===== src/rtl/cond_flags_stage.sv =====
// Execute-stage back end: NZCV flag register, ARM condition evaluation against the
// committed flags, and the valid/ready EX/MEM output register.
module cond_flags_stage #(
  parameter int FULLW  = 32,
  parameter int FLAGSW = 4,
  parameter int REGAW  = 4
) (
  input  logic              clk,
  input  logic              nrst,
  input  logic              valid_in,
  output logic              ready_out,
  input  logic [3:0]        cond,
  input  logic              setflags,
  input  logic [FULLW-1:0]  alu_out,
  input  logic [FLAGSW-1:0] alu_flags,
  input  logic [REGAW-1:0]  rd_in,
  input  logic              wr_en_in,
  input  logic              flush,
  input  logic              flags_wr,
  input  logic [FLAGSW-1:0] flags_wdata,
  output logic [FLAGSW-1:0] flags,
  output logic              valid_out,
  input  logic              ready_in,
  output logic [FULLW-1:0]  result_out,
  output logic [REGAW-1:0]  rd_out,
  output logic              wr_en_out,
  output logic              executed_out
);

  typedef enum logic {EMPTY, FULL} state_e;

  state_e             state_q, state_d;
  logic [FLAGSW-1:0]  flags_q, flags_d;
  logic [FULLW-1:0]   result_q, result_d;
  logic [REGAW-1:0]   rd_q, rd_d;
  logic               wr_en_q, wr_en_d;
  logic               exec_q, exec_d;

  logic flag_z, flag_c, flag_n, flag_v;
  logic pass, accept;

  // ALU flag ordering: bit0 Z, bit1 C, bit2 N, bit3 V
  assign flag_z = flags_q[0];
  assign flag_c = flags_q[1];
  assign flag_n = flags_q[2];
  assign flag_v = flags_q[3];

  always_comb begin
    pass = 1'b0;
    unique case (cond)
      4'b0000: pass = flag_z;
      4'b0001: pass = ~flag_z;
      4'b0010: pass = flag_c;
      4'b0011: pass = ~flag_c;
      4'b0100: pass = flag_n;
      4'b0101: pass = ~flag_n;
      4'b0110: pass = flag_v;
      4'b0111: pass = ~flag_v;
      4'b1000: pass = flag_c & ~flag_z;
      4'b1001: pass = ~flag_c | flag_z;
      4'b1010: pass = (flag_n == flag_v);
      4'b1011: pass = (flag_n != flag_v);
      4'b1100: pass = ~flag_z & (flag_n == flag_v);
      4'b1101: pass = flag_z | (flag_n != flag_v);
      4'b1110: pass = 1'b1;
      4'b1111: pass = 1'b0;
      default: pass = 1'b0;
    endcase
  end

  assign valid_out = (state_q == FULL);
  assign ready_out = ~valid_out | ready_in;
  assign accept    = valid_in & ready_out & ~flush;

  always_comb begin
    state_d  = state_q;
    flags_d  = flags_q;
    result_d = result_q;
    rd_d     = rd_q;
    wr_en_d  = wr_en_q;
    exec_d   = exec_q;

    if (accept) begin
      state_d  = FULL;
      result_d = alu_out;
      rd_d     = rd_in;
      wr_en_d  = wr_en_in & pass;
      exec_d   = pass;
    end else if (flush) begin
      state_d = EMPTY;
    end else if (state_q == FULL && ready_in) begin
      state_d = EMPTY;
    end

    if (flags_wr) begin
      flags_d = flags_wdata;
    end else if (accept && pass && setflags) begin
      flags_d = alu_flags;
    end
  end

  always_ff @(posedge clk) begin
    if (!nrst) begin
      state_q  <= EMPTY;
      flags_q  <= '0;
      result_q <= '0;
      rd_q     <= '0;
      wr_en_q  <= 1'b0;
      exec_q   <= 1'b0;
    end else begin
      state_q  <= state_d;
      flags_q  <= flags_d;
      result_q <= result_d;
      rd_q     <= rd_d;
      wr_en_q  <= wr_en_d;
      exec_q   <= exec_d;
    end
  end

  assign flags        = flags_q;
  assign result_out   = result_q;
  assign rd_out       = rd_q;
  assign wr_en_out    = wr_en_q;
  assign executed_out = exec_q;

endmodule

===== config.mk =====
export PLATFORM = sky130hd
export DESIGN_NAME = cond_flags_stage
export DESIGN_NICKNAME = d
export VERILOG_FILES = /design/src/rtl/cond_flags_stage.sv
export SDC_FILE = /design/constraint.sdc
export NUM_CORES = 1
export LEC_CHECK = 0
export ABC_AREA = 1
export CAP_MARGIN = 20
export CORE_AREA = 2 2 53 93
export DETAILED_ROUTE_END_ITERATION = 8
export DIE_AREA = 0 0 55 95
export PLACE_DENSITY = 0.88
export SLEW_MARGIN = 15
export SYNTH_ARGS = -nofsm -noshare
export SYNTH_HDL_FRONTEND = slang
export SYNTH_SLANG_ARGS = --single-unit

===== constraint.sdc =====
create_clock -name clk -period 3.96 [get_ports clk]
set_input_delay 0.594 -clock clk [delete_from_list [all_inputs] [get_ports clk]]
set_output_delay 0.594 -clock clk [all_outputs]
set_load 0.02 [all_outputs]

==> results.md <==
* Family with the most delay on the worst path: buffers and inverters
* Post-cts repair resize count at 0
* Number of H-tree levels at 2
* Overall routing resource usage at between 10% and 20%
* Switching Fraction at 26.1%
* Number of cells on the worst reg-to-reg path at 9
* Wire length of the first global-routing pass at approximately 7500 um
* Post-CTS setup repair buffer count at 0
* Placeable Area at 0.00454 mm2
* Start point of the worst hold path: wr_en_out
* Cells along the critical path: clkdlybuf4s50_1 > inv_1 > nand2_1 > clkdlybuf4s50_1
* Die width at 55 um
* Total power at 1.04 mW
* Type of the worst min-delay path: reg -> reg
* Achievable Freq at 422 MHz
* Distinct cell type count of the synthesized netlist at 17
* Buffers plus inverters on the worst setup path at 3
* Internal at 771 uW
* Gp weighted congestion at approximately 0.74
* Buffer type at the clock tree root: clkbuf_8
* Die area at 0.00523 mm2
* Endpoint class of the critical path: output port
* Cell types with the largest area share after synthesis: dfxtp_1 48%, nor2_1 17%, o21ai_0 11%, nand2_1 8.8%, nand3_1 3.1%
* Post-place instance area at 0.00278 mm2
* Area of the mapped netlist at 0.00179 mm2
* Share of final-layout standard cells stronger than drive strength 1 at approximately 4.3%
* Ant diodes at 0
* Hold Buf Count CTS at 0
* Skew final at 0.00793 ns
* Number of buffers on the longest clock path at 2
* Least setup slack across all paths after layout at 1.59 ns
* Average via count per standard cell at 4.81
* Remaining Overflow, GRT at 0
* Overall routed net length at 4940 um
* Capturing point of the worst reg2reg path: flags[2]
* Peak supply drop at 0.000300 V
* Worst endpoint data arrival time at 1.77 ns
* Clock-pin slew on the worst setup and hold paths at 0.08 ns
* Number of hold violations in the final report at 0
* Critical setup path kind: in -> out
* Transition at the pin with the smallest max-transition slack at 0.669 ns
* TritonCTS clock tree: built
* Reg-to-reg startpoint: valid_out
* Clock share of power at 30.9%
* Max cap viols at 0
* Per-cell routed wire length at ~12 um
* Row cnt at 33
* Remaining design rule violation count at 0
* Combinational share of power at 23.3%
* Number of nets in the layout at about 410
* 1st-iter DRT viols at 34
* Cell accounting for the most synthesized area: dfxtp_1
* Net Switching at ~270 uW
* Die height at 95 um
* Clock insertion delay at the later pin of the skew report at 0.29 ns
* Hold Path End: wr_en_out
* Syn Area/Cell at 6.92 um2
* Cell area after layout at 0.00289 mm2
* Delay contributed by the slowest stage of the critical path at 0.60 ns
* Setup slack of the most critical reg-to-reg path at 2.36 ns
* Gate count of the mapped netlist at 258
* Register bit count reported by yosys at 43
* Setup tns final at 0 ns
* Critical-path top delay cell: clkdlybuf4s50_1
* Final min period at 2.37 ns
* Most used cell along the critical path: clkdlybuf4s50_1
* Relative slew slack at 55.3%
* Maximum net fanout on the critical path at 2
* Sequential fraction of the synthesis area at ~48%
* Post-detailed-placement half-perimeter wirelength at 3630 um
* Antenna violations before repair at 0
* Status: finished, final reports clean
* Via count of the first global-routing pass at around 1.8k
* Clock Sink Count at 43
* Total number of yosys warnings at 0
* Largest net degree at the start of global routing at 42
* RSZ-0062 raised after global routing: false
* IO Pins at 100
* Post-route fraction of the period consumed by the critical path at about three fifths
* LEAKAGE at 1.24 nW
* Final max-slew violation count at 0
* Part of the power in registers at 45.9%
* Detailed-routing iteration count for the pre-antenna-repair pass at 4
* Area share of the leading cell type in the synthesized netlist at 48.2%
* Worst hold stages at 2
* Vias at approximately 1.9k
* Area growth from synthesis to final layout at 62.0%
* Effective utilization at floorplan at 39.3%
* Critical path launch point type: input port
* Number of setup violations in the final report at 0
* Number of buffers inserted during clock tree synthesis at 5
* Power Dens Cells at about 360 mW/mm2
* Final antenna-violating net count at 0
* Net count of the mapped netlist at 314
* Required @ worst endpoint at between 3 and 4 ns
* PortBufs at between 90 and 100
* Post-placement setup slack at 1.28 ns
==> power by group through the flow <==
stage	clock network [mW]	registers [mW]	logic (mW)
detailed placement	0	0.488	0.243
floorplan	0	0.522	0.0763
finish	0.322	0.478	0.243
global route	0.347	0.482	0.264
CTS	0.331	0.478	0.244
global placement	0	0.487	0.239
==> final cells by class <==
type	instances	area, um2
fill	420	1650
sequential	43	861
clock inverter	1	30.0
clock buffer	6	72.6
timing repair buffer	101	1010
tap	52	65.1
inverter	14	52.6
multi-input combinational	187	802
==> flip-flops by register name, indices dropped and copies added (netlist names) <==
name / count
valid_out: 1
rd_out: 4
executed_out: 1
result_out: 32
wr_en_out: 1
flags: 4
==> kinds of logic after synthesis <==
logic type	count (synthesis)	share of synthesized area, %
and+or+nand+nor	138	31.0
AOI/OAI and AO/OA	49	13.7
buffers and inverters	28	7.01
DFF	43	48.2
==> worst register-to-register path, cell delays in order, from the launching register on <==
cell     delay, ns
dfxtp_1       0.32
nand2_1       0.08
nand2_1       0.06
nor2_2        0.07
buf_4         0.32
o21ai_0       0.15
inv_1         0.14
nand3_4       0.13
a21oi_1       0.16
nor2_1        0.06
==> per-layer routing <==
layer  vias to the layer above  track usage (%)  wire [um]
li1                        998                -          -
met1                       881             19.1       1860
met2                        55             36.0       2730
met3                        10             3.48        245
met4                         0             8.74        111
met5                         -                0          0
==> how the worst max path moves through the flow <==
stage | from | end | cells after the start
final | ready_in | ready_out | 4
after global placement | ready_in | wr_en_out | 9
after floorplan | ready_in | rd_out[3] | 10
after global routing | ready_in | ready_out | 4
after detailed placement | ready_in | wr_en_out | 9
after CTS | ready_in | wr_en_out | 9
==> cell usage after synthesis <==
cell      number
a21oi_1        8
nor2_1        80
nor3_1         1
nand3_4        1
o21ai_1        1
inv_2          1
nand3_1       11
nor2_2         2
dfxtp_1       43
buf_2          4
nand2_1       42
nand2_2        1
buf_6          1
inv_1         13
buf_4          2
clkbuf_1       7
o21ai_0       40
==> per-stage QoR <==
step           std cells  hold slack, ns  utilization (%)
2_1_floorplan        258           0.539                -
6_report             404           0.472             63.7
3_3_place_gp         396           0.455             61.2
5_1_grt              404           0.505             63.7
4_1_cts              403           0.472             63.4
3_5_place_dp         396           0.461             61.2
==> placed cells by master, fill, tap and decap left out <==
cell	Yosys	layout
nor3_1	1	1
nor2_1	80	79
nand3_4	1	1
inv_2	1	2
clkbuf_8	0	5
inv_1	13	12
dfxtp_1	43	43
buf_6	1	1
buf_4	2	1
clkdlybuf4s50_1	0	99
o21ai_0	40	40
a21oi_1	8	8
nor2_2	2	3
nand2_1	42	42
clkbuf_1	7	1
bufinv_16	0	1
nand2_2	1	1
nand3_1	11	11
o21ai_1	1	1
Note: power is estimated with default switching activity, not from simulation.
